===== src/rtl/chirp_pkg.sv =====
// Shared types and constants for the LFM chirp phase generator.
package chirp_pkg;

    localparam int DEF_ADDR_WIDTH  = 10;
    localparam int DEF_PHASE_WIDTH = 32;
    localparam int DEF_LEN_WIDTH   = 16;
    localparam int DEF_ROM_LATENCY = 2;

    // Quarter-period address offset (sine -> cosine) at the default LUT depth.
    localparam int QTR_OFFSET = 2 ** (DEF_ADDR_WIDTH - 2);

    typedef enum logic [1:0] {
        ST_IDLE  = 2'd0,
        ST_RUN   = 2'd1,
        ST_FLUSH = 2'd2
    } chirp_state_t;

    function automatic int qtr_offset(input int addr_width);
        return 2 ** (addr_width - 2);
    endfunction

endpackage


===== src/rtl/valid_delay_line.sv =====
// DEPTH-stage shift register carrying {valid, last} alongside the ROM read pipeline.
module valid_delay_line #(
    parameter int DEPTH = 2
) (
    input  logic clk,
    input  logic rst_n,
    input  logic valid_in,
    input  logic last_in,
    output logic valid_out,
    output logic last_out
);

    logic [DEPTH-1:0] valid_sr;
    logic [DEPTH-1:0] last_sr;

    always_ff @(posedge clk) begin
        if (!rst_n) begin
            valid_sr <= '0;
            last_sr  <= '0;
        end else begin
            valid_sr[0] <= valid_in;
            last_sr[0]  <= valid_in & last_in;
            for (int i = 1; i < DEPTH; i++) begin
                valid_sr[i] <= valid_sr[i-1];
                last_sr[i]  <= last_sr[i-1];
            end
        end
    end

    assign valid_out = valid_sr[DEPTH-1];
    assign last_out  = last_sr[DEPTH-1];

endmodule


===== src/rtl/chirp_phase_gen.sv =====
// Second-order phase accumulator driving a dual-port sine/cosine ROM, with aligned valid/last.
// Optional build macro CHIRP_PHASE_ROUND_EN rounds phase to the nearest address instead of truncating.
//
//   state    | meaning
//   ---------+-------------------------------------------------------------
//   ST_IDLE  | waiting for start; zero-length start pulses done directly
//   ST_RUN   | one ROM read per cycle, phase/freq accumulate
//   ST_FLUSH | enables low, waiting ROM_LATENCY cycles for reads to emerge
module chirp_phase_gen
    import chirp_pkg::*;
#(
    parameter int ADDR_WIDTH  = DEF_ADDR_WIDTH,
    parameter int PHASE_WIDTH = DEF_PHASE_WIDTH,
    parameter int LEN_WIDTH   = DEF_LEN_WIDTH,
    parameter int ROM_LATENCY = DEF_ROM_LATENCY
) (
    input  logic                   clk,
    input  logic                   rst_n,
    input  logic                   start,
    input  logic                   abort,
    input  logic [PHASE_WIDTH-1:0] f0,
    input  logic [PHASE_WIDTH-1:0] k,
    input  logic [LEN_WIDTH-1:0]   n_samples,
    output logic                   rom_en_a,
    output logic                   rom_en_b,
    output logic [ADDR_WIDTH-1:0]  rom_addr_a,
    output logic [ADDR_WIDTH-1:0]  rom_addr_b,
    output logic                   iq_valid,
    output logic                   iq_last,
    output logic                   busy,
    output logic                   done
);

    localparam logic [ADDR_WIDTH-1:0] QTR = ADDR_WIDTH'(qtr_offset(ADDR_WIDTH));
    localparam int FW = (ROM_LATENCY > 1) ? $clog2(ROM_LATENCY) : 1;

    function automatic logic [ADDR_WIDTH-1:0] phase_to_addr(input logic [PHASE_WIDTH-1:0] p);
`ifdef CHIRP_PHASE_ROUND_EN
        logic [PHASE_WIDTH-1:0] r;
        r = p + (PHASE_WIDTH'(1) << (PHASE_WIDTH - ADDR_WIDTH - 1));
        return r[PHASE_WIDTH-1 -: ADDR_WIDTH];
`else
        return p[PHASE_WIDTH-1 -: ADDR_WIDTH];
`endif
    endfunction

    chirp_state_t           state_q, state_nxt;
    logic [PHASE_WIDTH-1:0] phase_q, phase_nxt;
    logic [PHASE_WIDTH-1:0] freq_q, freq_nxt;
    logic [PHASE_WIDTH-1:0] k_q, k_nxt;
    logic [LEN_WIDTH-1:0]   remain_q, remain_nxt;
    logic [FW-1:0]          flush_q, flush_nxt;
    logic                   en_q, en_nxt;
    logic [ADDR_WIDTH-1:0]  addr_a_q, addr_a_nxt;
    logic [ADDR_WIDTH-1:0]  addr_b_q, addr_b_nxt;
    logic                   busy_q, busy_nxt;
    logic                   done_q, done_nxt;
    logic                   issue_last;

    always_ff @(posedge clk) begin
        if (!rst_n) begin
            state_q  <= ST_IDLE;
            phase_q  <= '0;
            freq_q   <= '0;
            k_q      <= '0;
            remain_q <= '0;
            flush_q  <= '0;
            en_q     <= 1'b0;
            addr_a_q <= '0;
            addr_b_q <= '0;
            busy_q   <= 1'b0;
            done_q   <= 1'b0;
        end else begin
            state_q  <= state_nxt;
            phase_q  <= phase_nxt;
            freq_q   <= freq_nxt;
            k_q      <= k_nxt;
            remain_q <= remain_nxt;
            flush_q  <= flush_nxt;
            en_q     <= en_nxt;
            addr_a_q <= addr_a_nxt;
            addr_b_q <= addr_b_nxt;
            busy_q   <= busy_nxt;
            done_q   <= done_nxt;
        end
    end

    // phase_q/freq_q run one sample ahead of the registered address so outputs stay registered.
    always_comb begin
        state_nxt  = state_q;
        phase_nxt  = phase_q;
        freq_nxt   = freq_q;
        k_nxt      = k_q;
        remain_nxt = remain_q;
        flush_nxt  = flush_q;
        en_nxt     = 1'b0;
        addr_a_nxt = addr_a_q;
        busy_nxt   = busy_q;
        done_nxt   = 1'b0;
        issue_last = 1'b0;

        case (state_q)
            ST_IDLE: begin
                if (start && !abort) begin
                    if (n_samples != '0) begin
                        state_nxt  = ST_RUN;
                        en_nxt     = 1'b1;
                        addr_a_nxt = phase_to_addr('0);
                        phase_nxt  = f0;
                        freq_nxt   = f0 + k;
                        k_nxt      = k;
                        remain_nxt = n_samples - LEN_WIDTH'(1);
                        busy_nxt   = 1'b1;
                    end else begin
                        done_nxt = 1'b1;
                    end
                end
            end
            ST_RUN: begin
                issue_last = (remain_q == '0) || abort;
                if (issue_last) begin
                    state_nxt = ST_FLUSH;
                    flush_nxt = FW'(ROM_LATENCY - 1);
                end else begin
                    en_nxt     = 1'b1;
                    addr_a_nxt = phase_to_addr(phase_q);
                    phase_nxt  = phase_q + freq_q;
                    freq_nxt   = freq_q + k_q;
                    remain_nxt = remain_q - LEN_WIDTH'(1);
                end
            end
            ST_FLUSH: begin
                if (flush_q == '0) begin
                    state_nxt = ST_IDLE;
                    busy_nxt  = 1'b0;
                    done_nxt  = 1'b1;
                end else begin
                    flush_nxt = flush_q - FW'(1);
                end
            end
            default: begin
                state_nxt = ST_IDLE;
                busy_nxt  = 1'b0;
            end
        endcase

        addr_b_nxt = addr_a_nxt + QTR;
    end

    valid_delay_line #(
        .DEPTH (ROM_LATENCY)
    ) u_valid_delay (
        .clk       (clk),
        .rst_n     (rst_n),
        .valid_in  (en_q),
        .last_in   (issue_last),
        .valid_out (iq_valid),
        .last_out  (iq_last)
    );

    assign rom_en_a   = en_q;
    assign rom_en_b   = en_q;
    assign rom_addr_a = addr_a_q;
    assign rom_addr_b = addr_b_q;
    assign busy       = busy_q;
    assign done       = done_q;

endmodule


===== config.mk =====
export PLATFORM = sky130hd
export DESIGN_NAME = chirp_phase_gen
export DESIGN_NICKNAME = d
export VERILOG_FILES = /design/src/rtl/chirp_pkg.sv /design/src/rtl/valid_delay_line.sv /design/src/rtl/chirp_phase_gen.sv
export SDC_FILE = /design/constraint.sdc
export NUM_CORES = 1
export LEC_CHECK = 0
export CORE_MARGIN = 1
export CORE_UTILIZATION = 53
export DETAILED_ROUTE_END_ITERATION = 6
export PLACE_DENSITY = 0.78
export SKIP_LAST_GASP = 1
export SLEW_MARGIN = 0
export SYNTH_ARGS = -nofsm -noshare
export SYNTH_HDL_FRONTEND = slang
export SYNTH_SLANG_ARGS = --single-unit

===== constraint.sdc =====
create_clock -name clk -period 3.5 [get_ports clk]
set_input_delay 0.875 -clock clk [delete_from_list [all_inputs] [get_ports clk]]
set_output_delay 0.875 -clock clk [all_outputs]
set_load 0.1 [all_outputs]

==> flow_summary.json, run 1 <==
{
  "status": "complete, no violations",
  "diodes": 0,
  "ant_nets": 0,
  "async_flop_share_pct": 0,
  "ys_seq_area_share_pct": 25.1,
  "synth_edf_count": 0,
  "clk_latency_ns": 0.43,
  "maxSlewViolCount": 0,
  "yosysTopAreaCell": "dfxtp_1",
  "dp_slack_ns": -0.646,
  "synth.most_common_cell": "nand2_1",
  "slew_headroom_pct": 50.9,
  "drv_cap": 0,
  "skew_ns": 0.00980,
  "peakVddDrop_mv": 0.379,
  "hold_path_end": "u_valid_delay.last_sr[1]",
  "setup_viol": 0,
  "syn_inst": 1425,
  "chipHeight_um": 144,
  "cp-start-kind": "input port",
  "fin_nets": 1740,
  "holdPathStages": 1,
  "cp.required_ns": 3.84,
  "viasPerCell": 6.13,
  "drt-initial-drc-count": 836,
  "io_pins": 110,
  "cts_tree": "done",
  "synthTopCellsByCount": "nand2_1, a21oi_1, dfxtp_1",
  "cts_buffers": 17,
  "rr_endpoint": "freq_q[30]",
  "clk_path_buf_depth": 2,
  "drive_gt1_share_pct": 13.0,
  "coreArea_um2": 19600,
  "dr.pass1.iters": 7,
  "r2r_slack_ns": 0.16,
  "timing.fmax_mhz": 292,
  "tightest_slew_ns": 0.735,
  "globalplace.congestion": 0.986,
  "syn_area_per_cell_um2": 7.50,
  "clkSinkCount": 134,
  "grt_max_degree": 62,
  "min_period_over_period_pct": 97.9,
  "syn-cell-area_um2": 10700,
  "die-area_um2": 20700,
  "avgRoutedWirePerCell_um": 17.4,
  "r2r_start": "freq_q[0]",
  "grt_pass1_wl_mm": 51.8,
  "setup_tns_ns": 0,
  "dp_hpwl_mm": 23.0,
  "drc": 0,
  "synth_top_area_share_pct": 25.1,
  "synthToLayoutAreaGrowth_pct": 23.6,
  "worstPathArrival_ns": 3.76,
  "root_buffer": "clkbuf_16",
  "dp_cells": 1802,
  "yosysWarnings": 0,
  "synth_ff_type": "dfxtp_1",
  "postCtsHoldBufs": 0,
  "hold_viol_final": 0,
  "p_per_area_nw_per_um2": 406,
  "htree_levels": 4,
  "portBuffers": 109,
  "power_leakage_nw": 5.56,
  "drt-total-wl_mm": 31.9,
  "final_cells": 1837,
  "initial_core_util_pct": 54.6,
  "hp-start": "u_valid_delay.last_sr[0]",
  "yosys.cell_types.count": 78,
  "critPathMaxFanout": 2,
  "synth.area.top_cells": "dfxtp_1, ha_1, a21oi_1, nand2_1, nor2_1",
  "via_count": 11300,
  "min_path_type": "flop to flop",
  "grt_usage_pct": 31.4,
  "die_w_um": 144,
  "ys_seq_elements": 134,
  "finalCriticalPeriod_ns": 3.43,
  "postSynthNetCount": 1606,
  "grt_pass1_vias": 10500,
  "grt_overflow": 0,
  "clk_pin_slew_ns": 0.06,
  "r2r_cells": 12,
  "antenna_found_initial": 0,
  "layout_setup_ws_ns": 0.0743,
  "cp-end-kind": "flop",
  "critPathKind": "input port to flop",
  "rsz0062_at_grt": "no",
  "fill_cells": 1667,
  "row_count": 51,
  "utilization_pct": 67.5
}
layout by cell type, fill, tap and decap left out, types with 7 or more instances in the layout:
| cell type | n |
|---|---|
| clkdlybuf4s50_1 | 78 |
| ha_1 | 93 |
| xnor2_1 | 49 |
| a211oi_1 | 31 |
| and2_1 | 8 |
| xor2_1 | 32 |
| a21oi_1 | 161 |
| nor2_1 | 114 |
| a211o_1 | 7 |
| or3_1 | 11 |
| inv_1 | 22 |
| a311oi_1 | 11 |
| a21boi_0 | 17 |
| o21ai_0 | 86 |
| o211ai_1 | 20 |
| nand3_1 | 41 |
| nor4_1 | 8 |
| buf_4 | 123 |
| o21ai_1 | 12 |
| clkbuf_16 | 17 |
| o21bai_1 | 12 |
| nor2b_1 | 8 |
| nand4_1 | 18 |
| dfxtp_1 | 134 |
| o221ai_1 | 13 |
| and3_1 | 9 |
| nand2_1 | 185 |
| mux2i_1 | 10 |
| a31oi_1 | 13 |
| a21o_1 | 41 |
| nor3_1 | 40 |
| o21a_1 | 13 |
| nand2b_1 | 9 |
registers in the layout, indices dropped and copies added, names as in the netlist, named ones only:
name,cells
busy,1
done,1
flush_q,1
freq_q,32
k_q,32
phase_q,32
remain_q,16
rom_addr_a,2
rom_addr_b,2
rom_en_a,1
state_q,2
u_valid_delay.last_sr,2
u_valid_delay.valid_sr,2
critical path: stages:
cell and delay, ns:
dlygate4sd2_1 0.25, ha_2 0.20, fa_2 0.35, a211oi_2 0.25
nor2_2 0.08, o311a_4 0.41, o211a_4 0.26, o41ai_4 0.32
o21ai_2 0.11, nand4_1 0.15, o21ai_1 0.11, xnor2_1 0.14
a221oi_1 0.24
logic make-up (layout without fill, tap and decap cells):
| family | Yosys count | in the layout | synth area share, % |
|---|---|---|---|
| xor+xnor | 81 | 81 | 6.64 |
| compound gates | 506 | 506 | 30.9 |
| flops | 134 | 134 | 25.1 |
| fa+ha+maj | 97 | 97 | 11.6 |
| buf+inv | 119 | 266 | 4.66 |
| simple gates | 476 | 476 | 20.0 |
| mux | 12 | 12 | 1.15 |
through the flow:
| stage | cell area [µm²] | hold slack (ns) | total power, mW |
|---|---|---|---|
| global route | 13200 | 0.448 | 5.61 |
| finish | 13200 | 0.432 | 5.37 |
| CTS | 13200 | 0.436 | 5.34 |
| global placement | 12500 | 0.415 | 3.29 |
| detailed placement | 12500 | 0.420 | 3.33 |
| floorplan | 10700 | 0.412 | 2.81 |
repair_timing:
item / 4_1_cts / 5_1_grt
pin swaps: 14 / 6
endpoints found under the setup margin: 5 / 12
buffers inserted: 3 / 0
resized for setup: 10 / 8
area by class of cell:
class                           count  area, µm²  share of cell area, %
Inverter                           23       86.3                  0.653
Clock buffer                       19        443                   3.35
Timing Repair Buffer              211       1850                   14.0
Clock inverter                     13        203                   1.53
Tap cell                          265        332                   2.51
Multi-Input combinational cell   1172       7620                   57.7
Sequential cell                   134       2680                   20.3
routing by layer:
layer | track usage (%) | up-vias | wire length (µm)
li1 | - | 5480 | -
met1 | 41.6 | 5242 | 14600
met2 | 50.5 | 469 | 14200
met3 | 5.50 | 77 | 2210
met4 | 12.2 | 0 | 888
met5 | 0 | - | 0
power breakdown:
part	switching, mW	leakage, nW	total, mW	internal (mW)
combinational	0.911	4.15	1.61	0.696
sequential	0.108	1.10	1.75	1.64
clock	0.732	0.313	2.01	1.28
total	1.75	5.56	5.37	3.62
how the worst max path moves through the flow:
stage               startpoint    endpoint  slack, ns  depth (start not counted)
finish                    k[0]  freq_q[30]       0.07                         13
global route              k[0]  freq_q[30]      0.008                         13
CTS                       k[0]  freq_q[30]       0.04                         13
detailed placement       f0[0]  freq_q[28]      -0.65                         12
global placement         f0[0]  freq_q[30]      -0.59                         13
floorplan                f0[0]  freq_q[30]       0.01                         12
Note: power is estimated with default switching activity, not from simulation.
==> run 2: changes to the inputs <==
--- a/config.mk
+++ b/config.mk
@@ -6,9 +6,9 @@
 export NUM_CORES = 1
 export LEC_CHECK = 0
 export CORE_MARGIN = 1
-export CORE_UTILIZATION = 53
+export CORE_UTILIZATION = 59
 export DETAILED_ROUTE_END_ITERATION = 6
-export PLACE_DENSITY = 0.78
+export PLACE_DENSITY = 0.82
 export SKIP_LAST_GASP = 1
 export SLEW_MARGIN = 0
 export SYNTH_ARGS = -nofsm -noshare
==> constraint.sdc (replaced) <==
create_clock -name clk -period 3.8 [get_ports clk]
set_input_delay 0.95 -clock clk [delete_from_list [all_inputs] [get_ports clk]]
set_output_delay 0.95 -clock clk [all_outputs]
set_load 0.1 [all_outputs]
==> flow_summary.json, run 2 (synthesis gave the netlist of run 1 again) <==
{
  "status": "complete, no violations",
  "cts_buffers": 17,
  "setup_tns_ns": 0,
  "viasPerCell": 6.39,
  "min_path_type": "flop to flop",
  "drv_cap": 0,
  "drive_gt1_share_pct": 9.11,
  "drc": 0,
  "row_count": 48,
  "layout_commonest_cell": "nand2_1",
  "grt_max_degree": 62,
  "crit_buf_inv": 1,
  "path_cells": "clkdlybuf4s50_1, ha_1, fa_2, a211oi_2, nor2_2, o311a_4, o211a_4, nor2_4, o31ai_2, a41oi_2, mux2_1, a221oi_1",
  "power_frac_comb_pct": 30.4,
  "die-area_um2": 18700,
  "ant_nets": 0,
  "dp_hpwl_mm": 22.3,
  "grt_use_met1_pct": 46.6,
  "grt_overflow": 0,
  "grtUsageMet2_pct": 54.7,
  "net-switching-power_mw": 1.60,
  "setup_viol": 0,
  "cp-end-kind": "flop",
  "final_cells": 1762,
  "root_buffer": "clkbuf_16",
  "regArea_um2": 2680,
  "layout_setup_ws_ns": 0.0948,
  "io_pins": 110,
  "finalCriticalPeriod_ns": 3.71,
  "cp-start-kind": "input port",
  "power_frac_seq_pct": 33.7,
  "antenna_found_initial": 0,
  "hold_path_end": "u_valid_delay.valid_sr[1]",
  "diodes": 0,
  "stdcell_area_um2": 12900,
  "via_count": 11300,
  "peakVddDrop_mv": 0.351,
  "utilization_pct": 73.8,
  "dp_slack_ns": -0.550,
  "maxSlewViolCount": 0,
  "clock_power_share_pct": 35.9,
  "top_usage_layer": "met2",
  "timing.fmax_mhz": 270,
  "coreArea_um2": 17500,
  "p_int_mw": 3.17,
  "placed_area_um2": 12300,
  "cp.required_ns": 4.14,
  "grt_pass1_vias": 10200,
  "fin_nets": 1706,
  "power_leakage_nw": 5.31,
  "whs_ns": 0.431,
  "min_period_over_period_pct": 97.5,
  "clk_pin_slew_ns": 0.06,
  "critPathMaxFanout": 4,
  "r2r_slack_ns": 0.36,
  "holdPathStages": 1,
  "worstPathArrival_ns": 4.04,
  "globalplace.congestion": 0.968,
  "grt_usage_pct": 34.3,
  "hold_viol_final": 0,
  "r2r_start": "freq_q[0]",
  "final_cell_mix": "nand2_1, a21oi_1, dfxtp_1, nor2_1, clkdlybuf4s50_1",
  "slew_headroom_pct": 35.1,
  "chipHeight_um": 137,
  "p_sw_share_pct": 33.5,
  "multi_input_area_um2": 7600,
  "critPathTopFamily": "compound AO/OA/AOI/OAI gates",
  "r2r_cells": 12,
  "hp-start": "u_valid_delay.valid_sr[0]",
  "portBuffers": 109,
  "rsz0062_at_grt": "yes",
  "dp_cells": 1731,
  "tightest_slew_ns": 0.970,
  "total_power_mw": 4.77,
  "postCtsHoldBufs": 0,
  "die_w_um": 137,
  "grt_pass1_wl_mm": 50.5,
  "critPathKind": "input port to flop",
  "drt-initial-drc-count": 911,
  "synthToLayoutAreaGrowth_pct": 20.7,
  "cp_slowest_cell": "clkdlybuf4s50_1",
  "use_met3_pct": 6.30,
  "p_per_area_nw_per_um2": 369,
  "max_stage_delay_ns": 0.42,
  "htree_levels": 4,
  "drt-total-wl_mm": 31.4,
  "clk_path_buf_depth": 2,
  "clk_latency_ns": 0.43,
  "cts_tree": "done",
  "initial_core_util_pct": 61.2,
  "avgRoutedWirePerCell_um": 17.8,
  "rr_endpoint": "freq_q[30]",
  "clkSinkCount": 134,
  "reg.largest.list": "freq_q: 32 flops, k_q: 32 flops, phase_q: 32 flops",
  "fill_cells": 1408,
  "dr.pass1.iters": 7,
  "skew_ns": 0.00773
}
==> run 2: changes by cell type in the layout (fill, tap and decap cells not counted), moves of 2 or more <==
cell             before  now
clkdlybuf4s50_1      78  108
buf_4               123   63
a211oi_1             31   33
o21ai_1              12   10
o21ai_0              86   88
bufinv_16             5    3
dlygate4sd2_1         3    0
clkinv_4              1    4
==> run 2: worst reg2reg max path, cell delays in order (launching register included) <==
cell      delay, ns
dfxtp_1        0.33
ha_1           0.25
fa_1           0.46
a211oi_2       0.36
o21ai_0        0.17
a21oi_1        0.34
o21ai_2        0.18
a41oi_1        0.27
or2_1          0.17
nand2b_1       0.13
a211oi_1       0.31
xor2_1         0.13
a221oi_2       0.27
==> run 2: cell type report <==
cell class,count,share of cell area (%)
multi-input cells,1172,58.9
inverters,23,0.669
flip-flops and latches,134,20.8
clock inverters,13,1.22
well taps,225,2.18
clock buffers,18,3.40
repair buffers,177,12.9
==> run 2: worst max-delay path by stage <==
stage               startpoint  cells past startpoint    endpoint  slack [ns]
finish                   f0[0]                     12  freq_q[28]        0.09
global route             f0[0]                     12  freq_q[28]       -0.04
CTS                      f0[0]                     12  freq_q[28]        0.02
detailed placement       f0[0]                     12  freq_q[28]       -0.55
global placement         f0[0]                     12  freq_q[28]       -0.50
floorplan                f0[0]                     11  freq_q[28]        0.11
==> run 2: per-layer routing <==
metal / up-vias / wire, µm
met1: 5235 / 13800
met5: - / 0
met3: 68 / 2830
met2: 523 / 14100
met4: 0 / 660
li1: 5426 / -
==> run 2: timing repair <==
action	4_1_cts	5_1_grt
endpoints found under the setup margin	3	3
setup buffers	0	0
pin swaps	2	3
resized for setup	6	4
==> run 2: power groups by stage <==
stage               Combinational [mW]  Clock [mW]  Sequential (mW)
global placement                  1.37           0             1.63
CTS                               1.42        1.72             1.60
finish                            1.45        1.71             1.61
floorplan                        0.963           0             1.63
detailed placement                1.40           0             1.63
global route                      1.59        1.77             1.62
